[src/rtl/arith_pkg.sv]
// Shared arithmetic package: FSM state encoding and sizing helpers used by the
// serial arithmetic blocks (adder today, subtractor/divider later).
package arith_pkg;

  // Control states of the serial arithmetic engines.
  typedef enum logic [1:0] {
    IDLE = 2'b00,
    RUN  = 2'b01,
    DONE = 2'b10
  } state_e;

  // Operand width used when an instance does not override it.
  localparam int DEFAULT_WIDTH = 8;

  // Width of a bit counter that walks 0..width-1; never narrower than 1 bit.
  function automatic int cnt_width(input int width);
    return (width > 1) ? $clog2(width) : 1;
  endfunction

endpackage

[src/rtl/serial_ripple_adder_full_adder.sv]
// One-bit full-adder cell, purely combinational. Companion to the
// Full_Subtractor cell used by the serial subtractor.
module Full_Adder (
  input  logic a,
  input  logic b,
  input  logic cin,
  output logic sum,
  output logic cout
);

  assign sum  = a ^ b ^ cin;
  assign cout = (a & b) | (cin & (a ^ b));

endmodule

[src/rtl/serial_ripple_adder.sv]
// Bit-serial ripple-carry adder. A single Full_Adder cell is reused over WIDTH
// cycles, LSB first, to produce {carry, sum} = a + b + c. A start/busy/done
// handshake lets a controller launch operations back to back.
// WIDTH must be at least 1.
module serial_ripple_adder
  import arith_pkg::*;
#(
  parameter int WIDTH = DEFAULT_WIDTH
) (
  input  logic             clk,
  input  logic             rst,
  input  logic             start,
  input  logic [WIDTH-1:0] a,
  input  logic [WIDTH-1:0] b,
  input  logic             c,
  output logic             busy,
  output logic             done,
  output logic [WIDTH-1:0] sum,
  output logic             carry
);

  localparam int                CNT_W    = cnt_width(WIDTH);
  localparam logic [CNT_W-1:0]  LAST_BIT = CNT_W'(WIDTH - 1);

  // FSM state
  state_e r_state;
  state_e w_state_nxt;

  // Datapath control decoded from the FSM
  logic w_load;   // capture operands and clear the bit counter
  logic w_step;   // process one bit through the full adder
  logic w_last;   // this step handles the MSB; publish the result

  // Working registers
  logic [WIDTH-1:0] r_a_sh;
  logic [WIDTH-1:0] r_b_sh;
  logic [WIDTH-1:0] r_sum_sh;
  logic             r_carry;
  logic [CNT_W-1:0] r_bit_cnt;

  // Result registers; only written on the completion edge so partial sums
  // are never visible on the outputs.
  logic [WIDTH-1:0] r_sum;
  logic             r_carry_out;

  // Full-adder cell results and the next value of the sum shift register
  logic             w_fa_sum;
  logic             w_fa_cout;
  logic [WIDTH-1:0] w_sum_sh_nxt;

  // Single shared full-adder cell: the only arithmetic in the datapath, so the
  // critical path stays one cell plus the shift mux regardless of WIDTH.
  Full_Adder u_full_adder (
    .a    (r_a_sh[0]),
    .b    (r_b_sh[0]),
    .cin  (r_carry),
    .sum  (w_fa_sum),
    .cout (w_fa_cout)
  );

  // New sum bit enters at the MSB; after WIDTH steps bit 0 sits at the LSB.
  if (WIDTH == 1) begin : g_sum_sh_one
    assign w_sum_sh_nxt = w_fa_sum;
  end else begin : g_sum_sh_multi
    assign w_sum_sh_nxt = {w_fa_sum, r_sum_sh[WIDTH-1:1]};
  end

  // State register.
  // NOTE: sequential blocks use non-blocking (<=) so every register samples
  // the pre-edge value of its neighbours; blocking here would race the shifts.
  always_ff @(posedge clk or posedge rst) begin
    if (rst) begin
      r_state <= IDLE;
    end else begin
      r_state <= w_state_nxt;
    end
  end

  // Next-state and datapath-control decode.
  // NOTE: every signal written here gets a default first; a path that skipped
  // one would make synthesis infer a latch to hold its old value.
  always_comb begin
    w_state_nxt = r_state;
    w_load      = 1'b0;
    w_step      = 1'b0;
    w_last      = 1'b0;

    case (r_state)
      IDLE: begin
        if (start) begin
          w_load      = 1'b1;
          w_state_nxt = RUN;
        end
      end

      RUN: begin
        // start is deliberately not looked at here: requests while busy drop.
        w_step = 1'b1;
        if (r_bit_cnt == LAST_BIT) begin
          w_last      = 1'b1;
          w_state_nxt = DONE;
        end
      end

      DONE: begin
        // Accepting here gives one result every WIDTH+1 cycles.
        if (start) begin
          w_load      = 1'b1;
          w_state_nxt = RUN;
        end else begin
          w_state_nxt = IDLE;
        end
      end

      default: begin
        w_state_nxt = IDLE;
      end
    endcase
  end

  // Operand capture, bit-serial shifting and result publication.
  // NOTE: the shift registers and counter are reset too, even though a load
  // always precedes their use, so an aborted operation leaves no residue.
  always_ff @(posedge clk or posedge rst) begin
    if (rst) begin
      r_a_sh      <= '0;
      r_b_sh      <= '0;
      r_sum_sh    <= '0;
      r_carry     <= 1'b0;
      r_bit_cnt   <= '0;
      r_sum       <= '0;
      r_carry_out <= 1'b0;
    end else if (w_load) begin
      r_a_sh    <= a;
      r_b_sh    <= b;
      r_sum_sh  <= '0;
      r_carry   <= c;
      r_bit_cnt <= '0;
    end else if (w_step) begin
      r_a_sh    <= r_a_sh >> 1;
      r_b_sh    <= r_b_sh >> 1;
      r_sum_sh  <= w_sum_sh_nxt;
      r_carry   <= w_fa_cout;
      r_bit_cnt <= r_bit_cnt + CNT_W'(1);
      if (w_last) begin
        r_sum       <= w_sum_sh_nxt;
        r_carry_out <= w_fa_cout;
      end
    end
  end

  // Handshake flags decode straight from the state register (glitch-free).
  assign busy  = (r_state == RUN);
  assign done  = (r_state == DONE);
  assign sum   = r_sum;
  assign carry = r_carry_out;

endmodule

[config.mk]
export PLATFORM = sky130hd
export DESIGN_NAME = serial_ripple_adder
export DESIGN_NICKNAME = d
export VERILOG_FILES = /design/src/rtl/arith_pkg.sv /design/src/rtl/serial_ripple_adder_full_adder.sv /design/src/rtl/serial_ripple_adder.sv
export SDC_FILE = /design/constraint.sdc
export NUM_CORES = 1
export LEC_CHECK = 0
export ABC_AREA = 1
export CAP_MARGIN = 10
export CORE_MARGIN = 3
export CORE_UTILIZATION = 38
export DETAILED_ROUTE_END_ITERATION = 6
export PLACE_DENSITY_LB_ADDON = 0.15
export RECOVER_POWER = 25
export SYNTH_ARGS = -nofsm -noshare
export SYNTH_HDL_FRONTEND = slang
export SYNTH_SLANG_ARGS = --single-unit
[constraint.sdc]
create_clock -name clk -period 1.24 [get_ports clk]
set_input_delay 0.186 -clock clk [delete_from_list [all_inputs] [get_ports clk]]
set_output_delay 0.186 -clock clk [all_outputs]
set_load 0.01 [all_outputs]
* Yosys cells after proc, flatten, opt, wreduce, memory -nomap -nowiden
Index checks and enable logic that the tools add are counted.
** Storage, ports and cells
- Latch bits :: 0
- Input port bits :: 20
- Logic and storage cells :: 44
- Bits in registers :: 39
- Memories :: 0
- Memory bits (read-only) :: 0
- RAM bits :: 0
- Output and inout port bits :: 11
** Cells by class
- $lt $le $gt $ge :: 0
- Multipliers :: 0
- Divide/modulo/power cells :: 0
- Shift operators :: 0
- Add/subtract/negate cells :: 1
- Mux-type cells :: 19
- Reductions and logical operators :: 5
- Bitwise operators :: 6
- Equal/unequal tests :: 5
** Operators with widths (number)
- 8-bit 2-to-1 mux :: 6
- 1-bit 2-to-1 mux :: 8
- 3-bit 2-to-1 mux :: 2
- 2-bit case mux with 3 select lines :: 1
- 2-bit 2-to-1 mux :: 2
- 3-bit by 1-bit adder with 3-bit output (second input constant) :: 1
- 3-bit equality test (second input constant) :: 1
- 3-bit AND reduction :: 1
- 1-bit bitwise AND :: 2
- 2-bit by 1-bit equality test with 1-bit output (second input constant) :: 1
- 2-bit equality test (second input constant) :: 1
- 2-bit zero test :: 1
- 2-bit by 1-bit != test with 1-bit output (second input constant) :: 1
- 2-bit != test (second input constant) :: 1
- 2-bit AND reduction :: 1
- 2-bit nonzero test :: 1
- 2-bit OR reduction :: 1
- 1-bit bitwise XOR :: 2
- 1-bit NOT :: 1
- 1-bit OR :: 1

* Logic depth before layout (Yosys ltp)
Gate-level depths: netlist of run 1.
- Depth after elaboration :: 5
- Mapped depth :: 7
- Mapped depth without buffers :: 6

* By module
From an unflattened synthesis of run 1, not the netlist that was laid out.
** Second synthesis, totals
- Cells, all modules :: 219
- Area, all modules :: 1795.5 um2
** By module, submodules not included
- serial_ripple_adder :: instances 1, cells an instance 218, area each 1775.5 um2
- Full_Adder :: instances 1, cells an instance 1, area each 20.0 um2

* Worst setup path before layout of run 1
OpenSTA, ideal clock, no wires.
- Path type :: flip-flop to flip-flop
- From :: register r_carry
- To :: register r_carry
- Setup slack :: 0.113 ns
- Period minus slack after synthesis :: 1.127 ns
- Cell stages (with the launch flop) :: 6
- Path buffers :: 0
- Arrival :: 1.011 ns
- Path through :: dfrtp_1 > fa_1 > nand3_1 > nand2_1 > inv_1 > nand2_1
** On the way
- Cells in the longest elaborated chain, start to end :: 4
** RTL lines
- start: declaration :: line serial_ripple_adder.sv:38 : logic r_carry;
- start signal: assignment :: line serial_ripple_adder.sv:143 : r_carry <= w_fa_cout;
- 1-bit bitwise AND :: line serial_ripple_adder_full_adder.sv:12 : assign cout = (a & b) | (cin & (a ^ b));
- 1-bit OR :: line serial_ripple_adder_full_adder.sv:12
- net u_full_adder.cout :: line serial_ripple_adder_full_adder.sv:8 : output logic cout
- 1-bit 2-to-1 mux :: line serial_ripple_adder.sv:139 : end else if (w_step) begin
- 1-bit 2-to-1 mux :: line serial_ripple_adder.sv:133 : end else if (w_load) begin
The timed path passes the listed nets, and every way through them passes these cells. The select of a mux whose other input is x is not followed.
A chain may end at the register's enable or synchronous reset.

* Worst setup path after layout of run 1
- From :: register r_state[1]
- To :: output done
** On the way
- Cells in the longest elaborated chain, start to end :: 1
** RTL lines
- start: declaration :: line serial_ripple_adder.sv:26 : state_e r_state;
- start signal: assignment :: line serial_ripple_adder.sv:75 : r_state <= w_state_nxt;
- 2-bit equality test :: line serial_ripple_adder.sv:154 : assign done = (r_state == DONE);
- end: declaration :: line serial_ripple_adder.sv:17 : output logic done,
Every way passes these cells.

==> parameters.txt, run 1 <==
Parameter                              Value

Drt
  First-pass iteration count of the detailed router ... 4
  Count of vias placed by the detailed router ... 1516
  Avg Vias per Cell ... 4.71
  Wirelength per Cell ... 12.1 µm
  Number of DRC markers in iteration 0 ... 98
  Number of routed nets with antenna violations ... 0
  DRC ... 0
  Total routed wirelength ... 3890 µm

CTS
  Clock Latency Late Sink ... 0.29 ns
  Root cell of the clock tree ... sky130_fd_sc_hd__clkbuf_8
  Number of clock sinks seen by CTS ... 38
  TritonCTS clock tree ... yes
  H-Tree Level Count ... 2
  # hold bufs at CTS ... 0
  Buffer levels on the longest clock path ... 2
  Number of buffers added by the clock tree synthesis step ... 5
  Clock-pin slew on the worst setup and hold paths ... 0.07 ns

Cells and area
  Post-Route Utilization ... 0.558
  Net count, final ... 292
  Area growth syn-to-layout ... 38.0%
  Post-Layout Inst Area ... 0.00248 mm²
  Ratio of cells with drive above 1 in the final layout ... 0.170
  Final std cells w/o fill ... 322
  Number of antenna cells inserted ... 0

Timing
  Time the worst path needs with I/O delays and setup ... 1.26 ns
  Slack of the critical path ... -0.0209 ns
  Clock tree skew after final layout ... 0.00300 ns
  Final cycle utilization of the critical path ... 1.02
  RSZ-0062 raised after global routing ... true
  Transition time of the tightest slew-check pin ... 0.845 ns
  Fmax achieved ... 0.793 GHz
  Worst hold slack across all endpoints ... 0.424 ns
  Max-slew violation total from the final report ... 0
  Final hold violation count ... 0
  Normalized max-slew margin ... 0.437
  # setup viols final ... 1

Synthesis
  Distinct cell type count after synthesis ... 17
  Fraction of registers with async set/reset ... 1.00
  Leading post-synthesis cells by cell area ... sky130_fd_sc_hd__dfrtp_1, sky130_fd_sc_hd__nand2_1, sky130_fd_sc_hd__nand3_1
  Synth warnings ... 0
  Sequential share of the synthesized area ... 0.530
  Synthesized netlist net count ... 242
  Prevailing post-synth register cell ... sky130_fd_sc_hd__dfrtp_1
  Proportion of netlist area held by the largest area contributor ... 0.530
  EDFF count, synth ... 0
  Leading post-synthesis cells by instance count ... sky130_fd_sc_hd__nand2_1, sky130_fd_sc_hd__nand3_1, sky130_fd_sc_hd__dfrtp_1
  Synthesized area divided by synthesized cell count ... 8.20 µm²
  Flop and latch count out of synthesis ... 38
  Synth Cell Area ... 0.00180 mm²
  Dominant cell type by area after synthesis ... sky130_fd_sc_hd__dfrtp_1
  Dominant cell by count in the synthesized netlist ... sky130_fd_sc_hd__nand2_1
  Synthesized instance count ... 219

Worst setup path
  Required time worst endpoint ... 1.05 ns
  Worst Reg2Reg Path Length in Cells ... 6
  Crit-path slowest cell ... sky130_fd_sc_hd__dfrtp_1
  Crit-path max cell delay ... 0.42 ns
  Buffers and inverters on the worst path ... 3
  Gate family responsible for the most delay along the worst path ... flip-flops
  Number of gates on the worst path with buffers counted ... 4
  Crit Reg-Reg Endpoint ... r_bit_cnt[0]
  Nature of the critical path endpoint ... primary output
  Crit path kind ... register to primary output
  Worst-path fanout max ... 5
  FF-to-FF Start ... r_state[0]
  Arrival time at the worst endpoint ... 1.07 ns
  Cell breakdown of the critical path ... buf_6 > inv_8 > nor2_4 > buf_2
  Worst setup slack for register-to-register paths ... 0.03 ns
  Startpoint class of the critical path ... register

Job
  MaxCap Viol Count ... 0

Place
  Number of I/O port buffers ... 30
  Dpl cell area ... 0.00221 mm²
  Routability congestion estimate ... 0.757
  Final HPWL DP ... 2530 µm
  Number of cells after detailed placement ... 304

Pwr
  Power density over the cells ... 2390 mW/mm²
  Standby leakage power ... 1.33 nW
  Peak ir drop on the vdd network ... 1.11 mV

Floorplanning
  Number of top-level pins ... 31
  Chip height ... 74.7 µm
  Starting density of the core ... 0.404
  Die outline area ... 0.00559 mm²
  Row cnt ... 24
  Placeable core region ... 0.00444 mm²
  Horizontal die dimension ... 74.7 µm

Global routing
  Aggregate global routing overflow ... 0
  Gr usage total ... 0.151
  Global-route wire length before repair ... 6310 µm
  Antenna violations before repair ... 0
  Via count of the first global-routing pass ... 1347
  Largest net degree at the start of global routing ... 39

Outcome
  Violated checks ... setup timing
  Result of the run ... finished, violations left

Worst hold path
  Hold path startpoint ... a[7]
  Class of the tightest hold or removal check ... primary input to register
  Sink of the worst hold path ... r_a_sh[7]
  Worst hold path stage count ... 3
==> cell type report <==
class	instances	area (µm²)
clock inverter	1	5.00
fill	408	1970
sequential	38	951
multi-input combinational	149	734
tap	52	65.1
clock buffer	7	86.3
timing repair buffer	55	552
inverter	20	85.1
==> worst max path at each step <==
stage / from / endpoint / slack [ns]
after floorplan: r_carry / r_carry / 0.11
after global placement: r_state[0] / busy / -0.12
after detailed placement: r_state[0] / done / -0.15
after CTS: r_state[1] / done / -0.03
after global routing: r_state[1] / done / -0.06
final: r_state[1] / done / -0.02
==> flip-flops by register name, summed over array words and instances (netlist names) <==
name       flops
r_a_sh         8
r_b_sh         8
sum            8
r_sum_sh       7
r_bit_cnt      3
r_state        2
carry          1
r_carry        1
==> layer usage <==
layer,vias to the layer above,routed length [µm],GRT usage
met3,7,158,0.0320
met2,26,1720,0.222
met5,-,0,0
li1,794,-,-
met4,0,73,0.0711
met1,689,1940,0.213
==> logic make-up (layout without fill, tap and decap cells) <==
family                     count (synthesis)  in the layout  share of synthesized area
DFF                                       38             38                      0.530
and+or+nand+nor                          144            145                      0.346
AOI/OAI and AO/OA                          1              1                    0.00278
buffers and inverters                     33             83                     0.0962
adders and majority gates                  3              3                     0.0251
==> report_power, final <==
group / leakage [nW] / switching (mW) / internal [mW]
registers: 0.479 / 0.330 / 1.81
logic: 0.805 / 1.48 / 1.42
clock network: 0.0482 / 0.424 / 0.449
==> worst register-to-register path: stages (launching register included) <==
cell and delay (ns):
sky130_fd_sc_hd__dfrtp_1 0.38, sky130_fd_sc_hd__buf_4 0.15, sky130_fd_sc_hd__buf_4 0.17, sky130_fd_sc_hd__nand2_8 0.12, sky130_fd_sc_hd__buf_8 0.14, sky130_fd_sc_hd__or2_0 0.10, sky130_fd_sc_hd__nand2_1 0.05
==> stage by stage <==
step | setup TNS, ns | worst slack [ns] | total power, mW
2_1_floorplan | 0 | 0.113 | 3.75
3_3_place_gp | -1.09 | -0.123 | 4.57
3_5_place_dp | -1.14 | -0.147 | 4.63
4_1_cts | -0.0666 | -0.0257 | 5.70
5_1_grt | -0.129 | -0.0568 | 6.46
6_report | -0.0209 | -0.0209 | 5.91
==> repair_timing <==
item,4_1_cts,5_1_grt
buffers inserted,1,6
endpoints found under the setup margin,38,38
pin swaps,0,2
cloned,2,1
gates resized for setup,34,10
==> layout by cell type, fill, tap and decap left out, types with 2 or more instances in the layout <==
master,synthesis,layout
sky130_fd_sc_hd__dlygate4sd2_1,0,9
sky130_fd_sc_hd__clkbuf_8,0,6
sky130_fd_sc_hd__inv_1,18,17
sky130_fd_sc_hd__nand3_1,57,57
sky130_fd_sc_hd__buf_2,6,2
sky130_fd_sc_hd__buf_6,4,2
sky130_fd_sc_hd__nand2_1,81,80
sky130_fd_sc_hd__nor2_4,0,4
sky130_fd_sc_hd__buf_4,2,17
sky130_fd_sc_hd__buf_12,0,2
sky130_fd_sc_hd__dfrtp_1,38,38
sky130_fd_sc_hd__clkdlybuf4s50_1,0,19
sky130_fd_sc_hd__buf_8,0,2
sky130_fd_sc_hd__nand2_4,0,2
No activity file was read; power rests on OpenSTA's default activity.
==> run 2, diff against run 1 <==
Settings changed: GPL_TIMING_DRIVEN from default to 1.
==> results of run 2 <==
No change in the layout: final DEF, timing and power equal those of run 1.
==> run 3, diff against run 2 <==
Settings changed: SETUP_SLACK_MARGIN from default to 0.05.
==> parameters.txt, run 3 (synthesis results as in run 1) <==
Parameter                              Value

Outcome
  Result of the run ... finished, violations left
  Violated checks ... setup timing

Drt
  Avg Vias per Cell ... 4.89
  DRC ... 0
  Number of DRC markers in iteration 0 ... 106
  Total routed wirelength ... 4350 µm
  Count of vias placed by the detailed router ... 1581
  First-pass iteration count of the detailed router ... 4
  Number of routed nets with antenna violations ... 0
  Wirelength per Cell ... 13.5 µm

Cells and area
  Fill count ... 394
  Area used by multi-input combinational logic ... 843 µm²
  Most frequent cells in the layout ... sky130_fd_sc_hd__nand2_1, sky130_fd_sc_hd__nand3_1, sky130_fd_sc_hd__dfrtp_1, sky130_fd_sc_hd__clkdlybuf4s50_1
  Sequential Area ... 951 µm²
  Most common cell after layout, fill and taps aside ... sky130_fd_sc_hd__nand2_1
  Net count, final ... 293
  Ratio of cells with drive above 1 in the final layout ... 0.251
  Area growth syn-to-layout ... 48.4%
  Number of antenna cells inserted ... 0

Pwr
  Peak ir drop on the vdd network ... 1.15 mV
  Power density over the cells ... 2390 mW/mm²
  Share of power burned in the clock network ... 0.137
  Standby leakage power ... 1.36 nW
  Combinational share of power ... 0.517
  Net Sw Power ... 2.49 mW
  Switching portion of total power ... 0.392
  Internal power summed over all cells ... 3.87 mW
  Reg power frac ... 0.345

Floorplanning
  Placeable core region ... 0.00444 mm²
  Horizontal die dimension ... 74.7 µm
  Row cnt ... 24
  Chip height ... 74.7 µm
  Die outline area ... 0.00559 mm²
  Number of top-level pins ... 31
  Starting density of the core ... 0.404

Worst setup path
  Crit Reg-Reg Endpoint ... r_b_sh[2]
  FF-to-FF Start ... r_state[0]
  Crit path kind ... register to primary output
  Startpoint class of the critical path ... register
  Buffers and inverters on the worst path ... 3
  Crit-path slowest cell ... sky130_fd_sc_hd__dfrtp_1
  Crit-path max cell delay ... 0.36 ns
  Nature of the critical path endpoint ... primary output
  Required time worst endpoint ... 1.05 ns
  Cell breakdown of the critical path ... buf_4 > inv_4 > nor2_4 > buf_6
  Worst Reg2Reg Path Length in Cells ... 7
  Worst setup slack for register-to-register paths ... 0.01 ns
  Arrival time at the worst endpoint ... 1.06 ns
  Worst-path fanout max ... 2
  Gate family responsible for the most delay along the worst path ... flip-flops

Global routing
  Largest net degree at the start of global routing ... 39
  Aggregate global routing overflow ... 0
  Gr usage total ... 0.162
  Antenna violations before repair ... 0
  Global-route wire length before repair ... 6730 µm
  Via count of the first global-routing pass ... 1398

Timing
  Time the worst path needs with I/O delays and setup ... 1.24 ns
  # setup viols final ... 2
  Slack of the critical path ... -0.00438 ns
  Final hold violation count ... 0
  Max-slew violation total from the final report ... 0
  Transition time of the tightest slew-check pin ... 0.840 ns
  Normalized max-slew margin ... 0.440
  RSZ-0062 raised after global routing ... true
  Final cycle utilization of the critical path ... 1.00
  Final setup TNS ... -0.00562 ns
  Fmax achieved ... 0.804 GHz
  Clock tree skew after final layout ... 0.00181 ns

CTS
  TritonCTS clock tree ... yes
  Number of clock sinks seen by CTS ... 38
  # hold bufs at CTS ... 0
  Clock-pin slew on the worst setup and hold paths ... 0.07 ns
  Clock Latency Late Sink ... 0.29 ns
  Root cell of the clock tree ... sky130_fd_sc_hd__clkbuf_8
  Number of buffers added by the clock tree synthesis step ... 5
  H-Tree Level Count ... 2
  Buffer levels on the longest clock path ... 2

Place
  Routability congestion estimate ... 0.757
  Worst slack at placement ... -0.147 ns
  Final HPWL DP ... 2530 µm
  Number of I/O port buffers ... 30

Job
  MaxCap Viol Count ... 0

Worst hold path
  Class of the tightest hold or removal check ... primary input to register
  Hold path startpoint ... a[7]
  Worst hold path stage count ... 3
  Sink of the worst hold path ... r_a_sh[7]
## run 3: cell types whose count changed in the layout (fill, tap and decap cells not counted), sizes merged
cell,delta
buf,+1
inv,-1
clkinv,+1
## run 3: worst max path at each step
stage | startpoint | to | cells after the start | slack (ns)
global placement | r_state[0] | busy | 3 | -0.12
global route | r_state[0] | busy | 4 | -0.05
detailed placement | r_state[0] | done | 3 | -0.15
CTS | r_state[1] | done | 4 | -0.03
finish | r_state[0] | busy | 4 | -0.004
floorplan | r_carry | r_carry | 5 | 0.11
## run 3: stage by stage
step                      total power, mW  std cells  hold WS (ns)  utilization  area [µm²]
after floorplan                      3.75        219         0.303            -        1800
after global placement               4.57        304         0.463        0.497        2210
after detailed placement             4.63        304         0.462        0.497        2210
after CTS                            5.98        318         0.251        0.559        2490
after global routing                 6.87        323         0.429        0.600        2670
final                                6.36        323         0.423        0.600        2670
## run 3: layout make-up
type | count | share of cell area
clock buffer | 7 | 0.0324
clock inverter | 1 | 0.00188
inverter | 20 | 0.0347
multi-input combinational | 149 | 0.316
sequential | 38 | 0.357
tap | 52 | 0.0244
timing repair buffer | 56 | 0.233
## run 3: routing by layer
metal,wire length (µm),track usage,part of all wire,vias to the layer above
met4,49,0.0711,0.011,0
met1,1960,0.235,0.45,731
li1,-,-,-,808
met2,2130,0.236,0.49,38
met5,0,0,0,-
met3,211,0.0320,0.049,4
## run 3: what timing repair did
item	CTS	global route
resized for setup	45	31
gates cloned	4	1
pin swaps	0	12
setup buffers	2	4
setup endpoints to repair	49	39
## run 3: power groups by stage
stage | Combinational (mW) | Clock [mW] | Sequential, mW
after floorplan | 1.58 | 0 | 2.17
after global placement | 2.40 | 0 | 2.17
after detailed placement | 2.46 | 0 | 2.17
after CTS | 2.92 | 0.905 | 2.15
after global routing | 3.66 | 0.957 | 2.26
final | 3.29 | 0.873 | 2.20
## run 3: worst register-to-register path: cells and delay by family, from the launching register on
kind	cells	cell delay [ns]
flops	1	0.39
simple gates	3	0.22
buf+inv	4	0.51
